`config.mk`:
```
export PLATFORM = sky130hd
export DESIGN_NAME = effect_looper
export DESIGN_NICKNAME = d
export VERILOG_FILES = /design/src/rtl/effect_looper.sv
export SDC_FILE = /design/constraint.sdc
export NUM_CORES = 1
export LEC_CHECK = 0
export ABC_CLOCK_PERIOD_IN_PS = 4100
export BUFFER_PORTS_ARGS = -buffer_cell sky130_fd_sc_hd__buf_2
export CORE_MARGIN = 2
export CORE_UTILIZATION = 47
export CTS_CLUSTER_DIAMETER = 100
export CTS_CLUSTER_SIZE = 12
export DETAILED_ROUTE_END_ITERATION = 6
export PLACE_DENSITY = 0.67
export REMOVE_ABC_BUFFERS = 1
export SLEW_MARGIN = 40
export SYNTH_ARGS = -nofsm -noshare
export SYNTH_HDL_FRONTEND = slang
export SYNTH_SLANG_ARGS = --single-unit
```
`constraint.sdc`:
```
create_clock -name i_clk -period 4.1 [get_ports i_clk]
set_input_delay 0.82 -clock i_clk [delete_from_list [all_inputs] [get_ports i_clk]]
set_output_delay 0.82 -clock i_clk [all_outputs]
set_load 0.01 [all_outputs]
```
`src/rtl/effect_looper.sv`:
```
// effect_looper
// -----------------------------------------------------------------------------
// Single-track loop recorder/player at the tail of the effect chain. Records the
// processed sample stream into an external asynchronous SRAM and plays the loop
// back mixed 1:1 with the live input. It owns the SRAM access sequencing and
// performs one access per sample.
//
// Ports
//   i_clk, i_rst         : bit clock; synchronous active-high reset
//   i_valid, i_data      : input sample strobe and signed sample
//   i_rec_toggle         : single-cycle key pulse, IDLE->RECORD->PLAY->IDLE
//   i_clear              : synchronous clear of loop and state (same as reset)
//   o_data, o_valid      : output sample (held) and its single-cycle strobe
//   o_state              : 0 = IDLE, 1 = RECORD, 2 = PLAY
//   o_sram_addr          : SRAM address, held for the two access cycles
//   o_sram_wdata         : write data, driven onto DQ while o_sram_dq_oe = 1
//   o_sram_dq_oe         : DQ output enable
//   o_sram_we_n          : active-low write enable
//   o_sram_oe_n          : active-low output enable
//   i_sram_rdata         : DQ read value
//
// Handshake: i_valid is a strobe with no back-pressure. A strobe is accepted
// only while the access sequencer is in PH_WAIT; one arriving during the three
// busy cycles of a previous sample is dropped and produces no output. Every
// accepted strobe at cycle T yields exactly one o_valid at T+3 unless cleared.
// -----------------------------------------------------------------------------
module effect_looper #(
  parameter int ADDR_W  = 20,
  parameter int MAX_LEN = 2**20
) (
  input  logic              i_clk,
  input  logic              i_rst,
  input  logic              i_valid,
  input  logic [15:0]       i_data,
  input  logic              i_rec_toggle,
  input  logic              i_clear,
  output logic [15:0]       o_data,
  output logic              o_valid,
  output logic [1:0]        o_state,
  output logic [ADDR_W-1:0] o_sram_addr,
  output logic [15:0]       o_sram_wdata,
  output logic              o_sram_dq_oe,
  output logic              o_sram_we_n,
  output logic              o_sram_oe_n,
  input  logic [15:0]       i_sram_rdata
);

  // One extra bit so a completely full loop length (MAX_LEN) is representable.
  localparam int               LEN_W     = ADDR_W + 1;
  localparam logic [LEN_W-1:0] FULL_LEN  = LEN_W'(MAX_LEN);
  localparam logic [LEN_W-1:0] LAST_ADDR = LEN_W'(MAX_LEN - 1);

  typedef enum logic [1:0] {
    MODE_IDLE   = 2'd0,
    MODE_RECORD = 2'd1,
    MODE_PLAY   = 2'd2
  } mode_t;

  // Access sequencer: WAIT is cycle T, ADDR is T+1, HOLD is T+2, OUT is T+3.
  typedef enum logic [1:0] {
    PH_WAIT = 2'd0,
    PH_ADDR = 2'd1,
    PH_HOLD = 2'd2,
    PH_OUT  = 2'd3
  } phase_t;

  mode_t             mode;
  mode_t             mode_nxt;
  mode_t             acc_mode;
  phase_t            phase;
  logic              pending;
  logic              take;
  logic [LEN_W-1:0]  wr_ptr;
  logic [LEN_W-1:0]  rd_ptr;
  logic [LEN_W-1:0]  loop_len;
  logic [15:0]       sample;
  logic [ADDR_W-1:0] acc_addr;
  logic signed [16:0] mix_sum;

  function automatic logic [15:0] sat16(input logic signed [16:0] s);
    if (s > 17'sd32767)
      return 16'h7fff;
    else if (s < -17'sd32768)
      return 16'h8000;
    else
      return s[15:0];
  endfunction

  // A toggle arriving together with the strobe counts as already pending.
  always_comb begin
    take     = pending | i_rec_toggle;
    mode_nxt = mode;
    if (take) begin
      case (mode)
        MODE_IDLE:   mode_nxt = MODE_RECORD;
        MODE_RECORD: mode_nxt = (wr_ptr == '0) ? MODE_IDLE : MODE_PLAY;
        default:     mode_nxt = MODE_IDLE;
      endcase
    end
  end

  // Entering RECORD or PLAY restarts at address 0; staying uses the pointer.
  always_comb begin
    acc_addr = '0;
    if (mode_nxt == MODE_RECORD && mode == MODE_RECORD)
      acc_addr = wr_ptr[ADDR_W-1:0];
    else if (mode_nxt == MODE_PLAY && mode == MODE_PLAY)
      acc_addr = rd_ptr[ADDR_W-1:0];
  end

  assign mix_sum = $signed({sample[15], sample}) + $signed({i_sram_rdata[15], i_sram_rdata});
  assign o_state = mode;

  always_ff @(posedge i_clk) begin
    if (i_rst || i_clear) begin
      mode         <= MODE_IDLE;
      acc_mode     <= MODE_IDLE;
      phase        <= PH_WAIT;
      pending      <= 1'b0;
      wr_ptr       <= '0;
      rd_ptr       <= '0;
      loop_len     <= '0;
      sample       <= '0;
      o_data       <= '0;
      o_valid      <= 1'b0;
      o_sram_addr  <= '0;
      o_sram_wdata <= '0;
      o_sram_dq_oe <= 1'b0;
      o_sram_we_n  <= 1'b1;
      o_sram_oe_n  <= 1'b1;
    end else begin
      o_valid <= 1'b0;
      if (i_rec_toggle)
        pending <= 1'b1;

      case (phase)
        PH_WAIT: begin
          if (i_valid) begin
            // Consumed here; overrides a toggle arriving in this same cycle,
            // which has already been folded into mode_nxt.
            pending  <= 1'b0;
            mode     <= mode_nxt;
            acc_mode <= mode_nxt;
            sample   <= i_data;
            if (mode_nxt == MODE_RECORD && mode != MODE_RECORD)
              wr_ptr <= '0;
            if (mode_nxt == MODE_PLAY && mode != MODE_PLAY) begin
              loop_len <= wr_ptr;
              rd_ptr   <= '0;
            end
            case (mode_nxt)
              MODE_RECORD: begin
                o_sram_addr  <= acc_addr;
                o_sram_wdata <= i_data;
                o_sram_dq_oe <= 1'b1;
                o_sram_we_n  <= 1'b0;
              end
              MODE_PLAY: begin
                o_sram_addr <= acc_addr;
                o_sram_oe_n <= 1'b0;
              end
              default: ;
            endcase
            phase <= PH_ADDR;
          end
        end

        PH_ADDR: begin
          // Release WE while address and data stay put for hold time.
          o_sram_we_n <= 1'b1;
          phase       <= PH_HOLD;
        end

        PH_HOLD: begin
          o_sram_dq_oe <= 1'b0;
          o_sram_oe_n  <= 1'b1;
          o_valid      <= 1'b1;
          if (acc_mode == MODE_PLAY)
            o_data <= sat16(mix_sum);
          else
            o_data <= sample;

          if (acc_mode == MODE_RECORD) begin
            wr_ptr <= wr_ptr + 1'b1;
            // The last address was just written: the loop is full, so the
            // next sample already plays from the start.
            if (wr_ptr == LAST_ADDR) begin
              mode     <= MODE_PLAY;
              loop_len <= FULL_LEN;
              rd_ptr   <= '0;
            end
          end else if (acc_mode == MODE_PLAY) begin
            if (rd_ptr == loop_len - 1'b1)
              rd_ptr <= '0;
            else
              rd_ptr <= rd_ptr + 1'b1;
          end
          phase <= PH_OUT;
        end

        default: begin
          phase <= PH_WAIT;
        end
      endcase
    end
  end

endmodule
```
# After elaboration in Yosys (flattened, before gate mapping)
# Cells that the tools add are included.
# classes
addsub,4
magnitude_cmp,2
eq_ne,21
mux,43
bitwise_logic,1
n_reduce_logical,21
# op_table
cell,n
21-bit two-way mux,13
21-bit one-hot mux with 2 select lines,3
16-bit two-way mux,3
"21-bit by 1-bit adder with 21-bit output, second input constant",2
20-bit two-way mux,2
"21-bit by 20-bit == test with 1-bit output, second input constant",1
21-bit == test,1
21-bit zero test,1
"21-bit by 1-bit subtractor with 21-bit output, second input constant",1
16-bit by 16-bit adder with 17-bit output,1
"17-bit by 16-bit greater-than comparator with 1-bit output, second input constant",1
"17-bit by 16-bit < comparator with 1-bit output, second input constant",1
"2-bit != test, second input constant",8
3-bit AND reduction,5
2-bit two-way mux,6
1-bit two-way mux,10
5-bit AND reduction,2
"2-bit by 1-bit == test with 1-bit output, second input constant",4
"2-bit == test, second input constant",4
2-bit one-hot mux with 2 select lines,2
4-bit AND reduction,2
"3-bit != test, second input constant",2
1-bit one-hot mux with 2 select lines,3
2-bit one-hot mux with 3 select lines,1
8 further kinds,13
# word_totals
reg_bits,142
inputBits,37
output_inout_bits,58
elab_cells,107

# Longest topological paths before layout
# Gate-level depths: netlist of the first run.
# depth
word_depth,9
depth_mapped,17
ltp_nobuf,15

# Least setup slack after synthesis of the first run
# Ideal clock, no wire load.
# synth_timing
path_type,in2reg
start,in i_rec_toggle
end,reg wr_ptr[15]
setup_ns,0.073
arrival_time_ns,3.179
setup_slack_ns,0.848
cell_stages,11
path_cell_list,nor2_1 > nor3_1 > a21oi_1 > ha_1 > nand3_1 > o21a_1 > nor3_1 > or4b_1 > clkbuf_1 > or3_1 > a21oi_1
# synth_between
elab_chain_len,6
# synth_rtl
item,line,rtl
"start, declared",35,"input logic i_rec_toggle,"
1-bit bitwise OR,91,take = pending | i_rec_toggle;
2-bit two-way mux,93,if (take) begin
2-bit by 1-bit == test with 1-bit output,145,if (mode_nxt == MODE_RECORD && mode != MODE_RECORD)
1-bit logical AND,145,
2-bit != test (no line),--,
4-bit AND reduction (no line),--,
"end signal, assigned",184,wr_ptr <= wr_ptr + 1'b1;
"end, declared",73,logic [LEN_W-1:0] wr_ptr;
# No other way between the ends.
# A chain may end at the register's enable or synchronous reset.

# Worst setup path after layout of the first run
# layout_timing
start,reg wr_ptr[0]
end,reg rd_ptr[16]
# layout_between
elab_chain_len,8
elab_cells_between_ends,10
# layout_rtl
item,line,rtl
21-bit zero test,96,MODE_RECORD: mode_nxt = (wr_ptr == '0) ? MODE_IDLE : MODE_PLAY;
2-bit two-way mux,96,
2-bit one-hot mux with 2 select lines,94,case (mode)
2-bit two-way mux,93,
named net mode_nxt[1],68,mode_t mode_nxt;
2-bit == test,147,if (mode_nxt == MODE_PLAY && mode != MODE_PLAY) begin
1-bit logical AND,147,
2-bit != test (no line),--,
5-bit AND reduction (no line),--,
"end signal, assigned",196,rd_ptr <= rd_ptr + 1'b1;
"end, declared",74,logic [LEN_W-1:0] rd_ptr;
# The timed path passes the listed nets, and every way through them passes these cells.

==> results_dict.tcl, run 1 <==
set metrics [dict create \
    use_met3_pct 5.093 \
    portBuffers 94 \
    multi_input_area_um2 4456 \
    yosys_warnings 0 \
    die_h_um 131.6 \
    netlist_area_um2 7656 \
    finalInstanceArea_um2 8902 \
    max_freq_ghz 0.2694 \
    h-tree-depth 4 \
    globalplace.congestion 0.9244 \
    hold_viol 0 \
    min_period_ps 3712 \
    numCtsBuffers 17 \
    dieWidth_um 131.6 \
    num_vias 7126 \
    synth.ff_latch_count 142 \
    met2_usage_pct 36.82 \
    grt_max_degree 63 \
    clk_path_buf_depth 2 \
    sw_frac_of_total_pct 23.04 \
    syn2layout_area_growth_pct 16.28 \
    dieArea_um2 17330 \
    maxSlewViolCount 0 \
    tightest_slew_ps 785.2 \
    fillCellCount 1523 \
    cts_setup_buffers 0 \
    crit_type "reg2reg" \
    dp_hpwl_um 14750 \
    dp_cells 1222 \
    power.density_nw_per_um2 371.3 \
    grt-ovfl-total 0 \
    antenna_found_initial 0 \
    diodes 0 \
    clock_skew_ps 9.631 \
    floorplan.initialDensity_pct 48.20 \
    ys_types 67 \
    cts_hold_buffers 0 \
    ctsResizeCount 0 \
    seq_area_um2 2843 \
    cts_tree "yes" \
    worst_slack_ps 387.6 \
    p_leak_nw 3.460 \
    clock-root-buffer "clkbuf_16" \
    antenna_left 0 \
    fin_nets 1091 \
    cts_sinks 142 \
    via_per_inst 5.687 \
    path_max_fanout 15 \
    yosysSeqAreaShare_pct 37.13 \
    grt-busiest-layer "met2" \
    dpl_cell_area_um2 8293 \
    peakVddDrop_v 0.0002972 \
    fin_setup_tns_ps 0 \
    critPathLaunchType "register" \
    grt_pass1_vias 6486 \
    drive_above_1_share_pct 15.72 \
    finalWirelength_um 20880 \
    grt_pass1_wl_um 34140 \
    dp_slack_ps 314.5 \
    r2r_slack_ps 390 \
    synth_flop_cell "dfxtp_1" \
    p_switching_mw 0.7616 \
    num_io_pins 95 \
    relSlewSlack_pct 47.65 \
    track_usage_pct 24.32 \
    core.rowCount 46 \
    worst-endpoint-required_ps 4470 \
    syn_inst 960 \
    endpoint_kind "register" \
    first_pass_iters 6 \
    status "completed" \
    core_um2 15890 \
    synth_enable_flop_cells 0 \
    worstPathArrival_ps 4080 \
    max_cap_violations 0 \
    drc 0 \
    synthArstFlopShare_pct 0 \
    clk_pin_slew_ps 60 \
    use_met1_pct 34.74 \
    p_int_mw 2.544 \
    finalNonFillerCells 1253 \
    power.share.clock_pct 49.0 \
    clk_latency_ps 430 \
    min_period_over_period_pct 90.55 \
    power_frac_seq_pct 42.9 \
    setup_viol 0 \
    rsz0062_at_grt "false" \
    first_iter_violations 524 \
    synth_area_per_cell_um2 7.975 \
    routedWlPerCell_um 16.66 \
    combinationalPowerShare_pct 8.1 \
    worstHoldPathType "reg2reg" \
]
## stage by stage
stage,power [mW],util [%],hold WS (ps)
2_1_floorplan,1.607,-,449.9
3_3_place_gp,1.706,51.96,429.6
3_5_place_dp,1.713,52.21,437.0
4_1_cts,3.324,56.03,452.0
5_1_grt,3.412,56.04,471.4
6_report,3.306,56.04,445.9
## synthesized netlist by cell type, types with 9 or more instances
library cell / number / share of area [%]
and3_1: 10 / 0.82
o21ai_0: 41 / 2.7
ha_1: 28 / 4.6
a21oi_2: 10 / 1.1
a21oi_1: 63 / 4.1
nand3_1: 29 / 1.9
or3_1: 23 / 1.9
nor3_1: 14 / 0.92
nor4_1: 13 / 1.1
o211ai_1: 9 / 0.88
clkbuf_1: 51 / 2.5
inv_1: 29 / 1.4
xor2_1: 25 / 2.9
a22oi_1: 41 / 4.0
dfxtp_1: 142 / 37
xnor2_1: 34 / 3.9
a211oi_1: 23 / 2.3
nand2_1: 114 / 5.6
nor2_1: 112 / 5.5
nand4_1: 24 / 2.0
o21a_1: 15 / 1.5
## cell type report
class	count	area share (%)
clock buffer	24	5.299
clock inverter	7	1.518
inverter	29	1.223
multi-input combinational	724	50.05
sequential	142	31.93
tap	216	3.036
timing repair buffer	111	6.943
## state kept, by name (all words and copies together) (netlist names), 2 cells and up
register,count
acc_mode,2
loop_len,21
o_data,16
o_sram_addr,20
o_sram_wdata,16
o_state,2
phase,2
rd_ptr,21
sample,16
wr_ptr,21
## worst paths after layout
check,from,end,depth (start not counted)
setup reg to reg,wr_ptr[0],rd_ptr[16],15
hold reg to reg,o_data[0],o_data[0],2
setup / recovery,wr_ptr[0],rd_ptr[16],15
hold / removal,o_data[0],o_data[0],2
## power by group through the flow
stage | clock [mW] | sequential (mW) | combinational, mW
after detailed placement | 0 | 1.45 | 0.265
after CTS | 1.64 | 1.42 | 0.267
after global placement | 0 | 1.45 | 0.259
final | 1.62 | 1.42 | 0.267
after global routing | 1.69 | 1.42 | 0.298
after floorplan | 0 | 1.45 | 0.157
## cells in the final DEF, fill, tap and decap left out, types with 5 or more instances in the layout
cell type	Yosys	layout
nand4_1	24	24
nand2_1	114	113
buf_4	0	16
ha_1	28	28
nand3_1	29	29
inv_1	29	29
nor4_1	13	12
nand2b_1	6	6
buf_2	6	94
a21o_1	7	7
clkbuf_16	0	17
a211oi_1	23	23
nor2_1	112	111
o21ai_0	41	41
dfxtp_1	142	142
or4_1	6	6
a22oi_1	41	41
clkbuf_1	51	5
o211ai_1	9	9
xor2_1	25	25
or3_1	23	23
a21oi_1	63	63
and2_1	7	7
a21oi_2	10	10
nor2b_1	5	5
o21a_1	15	15
and3_1	10	10
a31oi_1	6	6
nor3_1	14	13
xnor2_1	34	34
## kinds of logic (layout without fill, tap and decap cells)
group | after synthesis | after routing | synth area share [%]
AO/OA/AOI/OAI | 253 | 253 | 22.31
XOR/XNOR | 59 | 59 | 6.750
adder cells (fa/ha/maj) | 29 | 29 | 4.837
buffers and inverters | 94 | 171 | 5.017
flip-flops | 142 | 142 | 37.13
multiplexers | 4 | 4 | 0.5393
AND/OR/NAND/NOR | 379 | 379 | 23.42
## critical path, stage by stage, from the launching register on
cell,delay (ps)
dfxtp_1,480
inv_1,90
ha_1,200
nor4b_1,140
nand3_1,70
o21ai_0,90
nor3_1,180
a21oi_1,100
inv_1,80
ha_1,150
nand2_1,110
o21ai_0,400
and4_1,350
nand4_1,510
or3_1,560
a21oi_2,130
## layer usage
metal  up-vias  routed length (um)
met4         0                 322
met1      3326               10150
met2       199                9219
met5         -                   0
met3        26                1190
li1       3575                   -
No activity file was read; power rests on OpenSTA's default activity.
==> run 2, diff against run 1 <==
--- a/config.mk
+++ b/config.mk
@@ -8,11 +8,12 @@
 export ABC_CLOCK_PERIOD_IN_PS = 4100
 export BUFFER_PORTS_ARGS = -buffer_cell sky130_fd_sc_hd__buf_2
 export CORE_MARGIN = 2
-export CORE_UTILIZATION = 47
+export CORE_UTILIZATION = 40
+export CTS_BUF_LIST = sky130_fd_sc_hd__clkbuf_2 sky130_fd_sc_hd__clkbuf_4 sky130_fd_sc_hd__clkbuf_8
 export CTS_CLUSTER_DIAMETER = 100
 export CTS_CLUSTER_SIZE = 12
 export DETAILED_ROUTE_END_ITERATION = 6
-export PLACE_DENSITY = 0.67
+export MAX_ROUTING_LAYER = met4
 export REMOVE_ABC_BUFFERS = 1
 export SLEW_MARGIN = 40
 export SYNTH_ARGS = -nofsm -noshare
==> run 2 against run 1 <==
Compared with the run above: clock power fell by 31%; critical path depth fell by 1; register-to-register slack gained 120 ps; largest cell class unchanged.
==> results_dict.tcl, run 2 (synthesized netlist as in run 1, its figures left out) <==
set metrics [dict create \
    status "completed" \
    grt_max_degree 86 \
    h-tree-depth 4 \
    diodes 0 \
    fin_nets 1088 \
    cts_setup_buffers 0 \
    track_usage_pct 21.97 \
    drt-met1-wl_um 10440 \
    dp_hpwl_um 15030 \
    dieArea_um2 20260 \
    final_common_cell "dfxtp_1" \
    syn2layout_area_growth_pct 13.50 \
    multi_input_area_um2 4463 \
    p_leak_nw 3.339 \
    cts_sinks 142 \
    setup_viol 0 \
    fillCellCount 1922 \
    worstPathArrival_ps 3980 \
    peakVddDrop_v 0.0001886 \
    maxSlewViolCount 0 \
    fin_setup_tns_ps 0 \
    critPathLaunchType "register" \
    final_util_pct 46.30 \
    min_period_ps 3594 \
    numCtsBuffers 17 \
    antenna_left 0 \
    top_layer "met4" \
    rsz0062_at_grt "false" \
    finalWirelength_um 21100 \
    holdPathStages 2 \
    globalplace.congestion 0.8884 \
    mostFrequentLayoutCells "dfxtp_1, nand2_1, nor2_1" \
    die_h_um 142.4 \
    max_cap_violations 0 \
    cts_tree "yes" \
    num_vias 7071 \
    portBuffers 94 \
    reg_top3 "loop_len (21), rd_ptr (21), wr_ptr (21)" \
    clock-root-buffer "clkbuf_8" \
    met2_length_um 9215 \
    antenna_found_initial 0 \
    grt_pass1_vias 6573 \
    drc 0 \
    tightest_slew_ps 843.2 \
    min_period_over_period_pct 87.65 \
    worst-endpoint-required_ps 4490 \
    first_iter_violations 498 \
    clk_pin_slew_ps 70 \
    core.rowCount 50 \
    num_io_pins 95 \
    crit_type "reg2reg" \
    core_um2 18770 \
    relSlewSlack_pct 43.65 \
    floorplan.initialDensity_pct 40.79 \
    dp_cells 1237 \
    worstHoldPathType "reg2reg" \
    power.density_nw_per_um2 322.0 \
    dieWidth_um 142.4 \
    first_pass_iters 5 \
    cts_hold_buffers 0 \
    hold_viol 0 \
    worstRegToRegCells 14 \
    routedWlPerCell_um 16.63 \
    clk_latency_ps 460 \
    grt_pass1_wl_um 34400 \
    clock_skew_ps 13.40 \
    max_freq_ghz 0.2783 \
    endpoint_kind "register" \
    finalNonFillerCells 1269 \
    met3_length_um 1061 \
    via_per_inst 5.572 \
    grt-ovfl-total 0 \
    clk_path_buf_depth 2 \
    path_max_fanout 8 \
    drive_above_1_share_pct 16.14 \
    seq_area_um2 2843 \
]
run 2: cell count changes in the layout (fill, tap and decap cells not counted), sizes merged:
cell | before | now
buf | 111 | 108
clkinvlp | 0 | 4
bufinv | 4 | 1
inv | 29 | 30
clkinv | 3 | 2
run 2: final timing paths:
| kind | slack (ps) | from | endpoint |
|---|---|---|---|
| setup / recovery | 510 | wr_ptr[0] | wr_ptr[13] |
| hold reg to reg | 460 | o_sram_wdata[12] | o_sram_wdata[12] |
| setup reg to reg | 510 | wr_ptr[0] | wr_ptr[13] |
| hold / removal | 460 | o_sram_wdata[12] | o_sram_wdata[12] |
run 2: area by class of cell:
type | count | area share (%)
Inverter | 29 | 1.253
Sequential cell | 142 | 32.71
Clock buffer | 24 | 3.729
Timing Repair Buffer | 108 | 6.667
Clock inverter | 8 | 0.9071
Multi-Input combinational cell | 724 | 51.36
Tap cell | 234 | 3.369
run 2: worst max-delay path, stage by stage, from the launching register on:
cell,delay [ps]
dfxtp_1,390
inv_1,100
ha_1,150
nor4b_1,310
nand3_1,120
o21ai_0,210
nor3_1,70
a21oi_1,240
ha_1,220
nand3_1,90
o21a_1,260
nor3_1,320
or4b_4,580
or3_1,330
a21oi_1,140
run 2: per-stage QoR:
stage | total power, mW | setup WS, ps | area (um^2) | hold WS, ps
5_1_grt | 2.929 | 59.65 | 8690 | 480.7
6_report | 2.798 | 506.2 | 8690 | 455.4
3_5_place_dp | 1.709 | 351.4 | 8272 | 440.1
4_1_cts | 2.825 | 466.2 | 8675 | 454.3
2_1_floorplan | 1.607 | 660.6 | 7381 | 449.9
3_3_place_gp | 1.708 | 433.5 | 8262 | 432.7
run 2: power breakdown:
| group | total (mW) | switching, mW | internal [mW] |
|---|---|---|---|
| clock network | 1.12 | 0.537 | 0.583 |
| registers | 1.42 | 0.0157 | 1.40 |
| logic | 0.263 | 0.169 | 0.0935 |
| total | 2.80 | 0.721 | 2.08 |
run 2: per-layer routing:
metal,global-route usage [%],up-vias
met4,6.722,0
met5,-,-
met1,30.10,3307
met2,33.03,165
met3,4.071,32
li1,-,3567
run 2: what timing repair did:
| item | 4_1_cts | 5_1_grt |
|---|---|---|
| resized for setup | 0 | 2 |
| endpoints found under the setup margin | 0 | 2 |
| hold endpoints to repair | 0 | 0 |
==> run 3, diff against run 2 <==
--- a/config.mk
+++ b/config.mk
@@ -6,8 +6,8 @@
 export NUM_CORES = 1
 export LEC_CHECK = 0
 export ABC_CLOCK_PERIOD_IN_PS = 4100
-export BUFFER_PORTS_ARGS = -buffer_cell sky130_fd_sc_hd__buf_2
-export CORE_MARGIN = 2
+export BUFFER_PORTS_ARGS = -buffer_cell sky130_fd_sc_hd__clkbuf_2
+export CORE_MARGIN = 4
 export CORE_UTILIZATION = 40
 export CTS_BUF_LIST = sky130_fd_sc_hd__clkbuf_2 sky130_fd_sc_hd__clkbuf_4 sky130_fd_sc_hd__clkbuf_8
 export CTS_CLUSTER_DIAMETER = 100
==> run 3 against run 2 <==
Compared with the run above: clock skew is 2.2 ps lower; combinational power hardly changed; sequential share of layout area is 0.35 points lower; register-to-register slack worse by 20 ps; clock power is 23% higher; non-clock buffer count is 1 higher; routed wire length is 0.77% lower; highest routed layer unchanged.
==> results_dict.tcl, run 3 (synthesized netlist as in run 1, its figures left out) <==
set metrics [dict create \
    max_freq_ghz 0.2767 \
    endpoint_kind "register" \
    r2r_slack_ps 490 \
    drive_above_1_share_pct 16.02 \
    rsz0062_at_grt "false" \
    syn2layout_area_growth_pct 14.72 \
    timing.rr.start "wr_ptr[0]" \
    dp_cells 1238 \
    maxSlewViolCount 0 \
    cp-endpoint "wr_ptr[13]" \
    floorplan.initialDensity_pct 40.79 \
    portBuffers 94 \
    grt-ovfl-total 0 \
    routedWlPerCell_um 16.49 \
    cts_sinks 142 \
    worstHoldPathType "reg2reg" \
    clock-root-buffer "clkbuf_8" \
    peakVddDrop_v 0.0001959 \
    dp_slack_ps 341.3 \
    clk_latency_ps 450 \
    antenna_found_initial 0 \
    antenna_left 0 \
    worst-endpoint-required_ps 4480 \
    ctsResizeCount 0 \
    setup_viol 0 \
    crit_type "reg2reg" \
    h-tree-depth 4 \
    worstRegToRegCells 14 \
    dp_hpwl_um 15040 \
    mostFrequentLayoutCells "dfxtp_1, nand2_1, nor2_1" \
    via_per_inst 5.520 \
    worstPathArrival_ps 4000 \
    path_max_fanout 8 \
    worst_slack_ps 486.4 \
    min_period_over_period_pct 88.14 \
    core_um2 18770 \
    dieWidth_um 146.4 \
    max_cap_violations 0 \
    die_h_um 146.4 \
    final_util_pct 46.80 \
    grt_pass1_wl_um 34420 \
    min_period_ps 3614 \
    relSlewSlack_pct 42.29 \
    finalWirelength_um 20940 \
    status "completed" \
    finalInstanceArea_um2 8783 \
    cts_tree "yes" \
    reg2reg_to "wr_ptr[13]" \
    first_iter_violations 442 \
    drc 0 \
    p_leak_nw 3.345 \
    numCtsBuffers 17 \
    track_usage_pct 20.23 \
    clk_path_buf_depth 2 \
    cts_setup_buffers 0 \
    core.rowCount 50 \
    grt_max_degree 41 \
    fin_setup_tns_ps 0 \
    final_common_cell "dfxtp_1" \
    num_vias 7010 \
    setup.worst_path.start "wr_ptr[0]" \
    reg_top3 "loop_len (21), rd_ptr (21), wr_ptr (21)" \
    critPathLaunchType "register" \
    first_pass_iters 6 \
    fin_nets 1089 \
    num_io_pins 95 \
    dieArea_um2 21420 \
    hold_viol 0 \
    cts_hold_buffers 0 \
    grt_pass1_vias 6435 \
    dpl_cell_area_um2 8290 \
    diodes 0 \
    tightest_slew_ps 863.6 \
    globalplace.congestion 0.8976 \
    clk_pin_slew_ps 80 \
    clock_skew_ps 11.24 \
    power.density_nw_per_um2 348.3 \
    finalNonFillerCells 1270 \
]
[run 3: worst min path at each step]
stage | from | endpoint | slack [ps] | depth (start not counted)
3_3_place_gp | o_data[8] | o_data[8] | 440 | 2
2_1_floorplan | sample[2] | sample[2] | 450 | 2
6_report | o_data[8] | o_data[8] | 460 | 2
3_5_place_dp | o_data[8] | o_data[8] | 440 | 2
4_1_cts | o_sram_wdata[13] | o_sram_wdata[13] | 460 | 2
5_1_grt | o_sram_wdata[13] | o_sram_wdata[13] | 480 | 2
[run 3: report_power, final]
part | switching [mW] | leakage [nW] | internal [mW]
logic | 0.168 | 1.95 | 0.0940
clock network | 0.542 | 0.244 | 0.839
registers | 0.0164 | 1.15 | 1.40
total | 0.727 | 3.35 | 2.33
[run 3: cell type report]
| type | instances | area (um^2) |
|---|---|---|
| clock buffers | 22 | 284.0 |
| clock inverters | 10 | 209.0 |
| fillers | 1887 | 9985 |
| inverters | 29 | 108.9 |
| multi-input cells | 724 | 4459 |
| flip-flops and latches | 142 | 2843 |
| well taps | 234 | 292.8 |
| repair buffers | 109 | 586.8 |
[run 3: through the flow]
stage | power (mW) | hold slack (ps)
global route | 3.176 | 478.7
CTS | 3.091 | 461.7
finish | 3.059 | 458.3
detailed placement | 1.709 | 443.6
floorplan | 1.607 | 449.9
global placement | 1.708 | 435.8
[run 3: metal layers]
metal  part of all wire [%]  GRT usage, %  up-vias
met5                      0             -        -
met4                    1.9         6.162        0
met3                    3.9         3.352       27
met2                     45         30.17      135
met1                     50         28.18     3278
li1                       -             -     3570
[run 3: critical path: stages, from the launching register on]
cell     delay [ps]
dfxtp_1         390
inv_1           100
ha_1            140
nor4b_1         310
nand3_1         120
o21ai_0         210
nor3_1           80
a21oi_1         220
ha_1            220
nand3_1          90
o21a_1          250
nor3_1          300
or4b_1          630
or3_1           360
a21oi_1         140
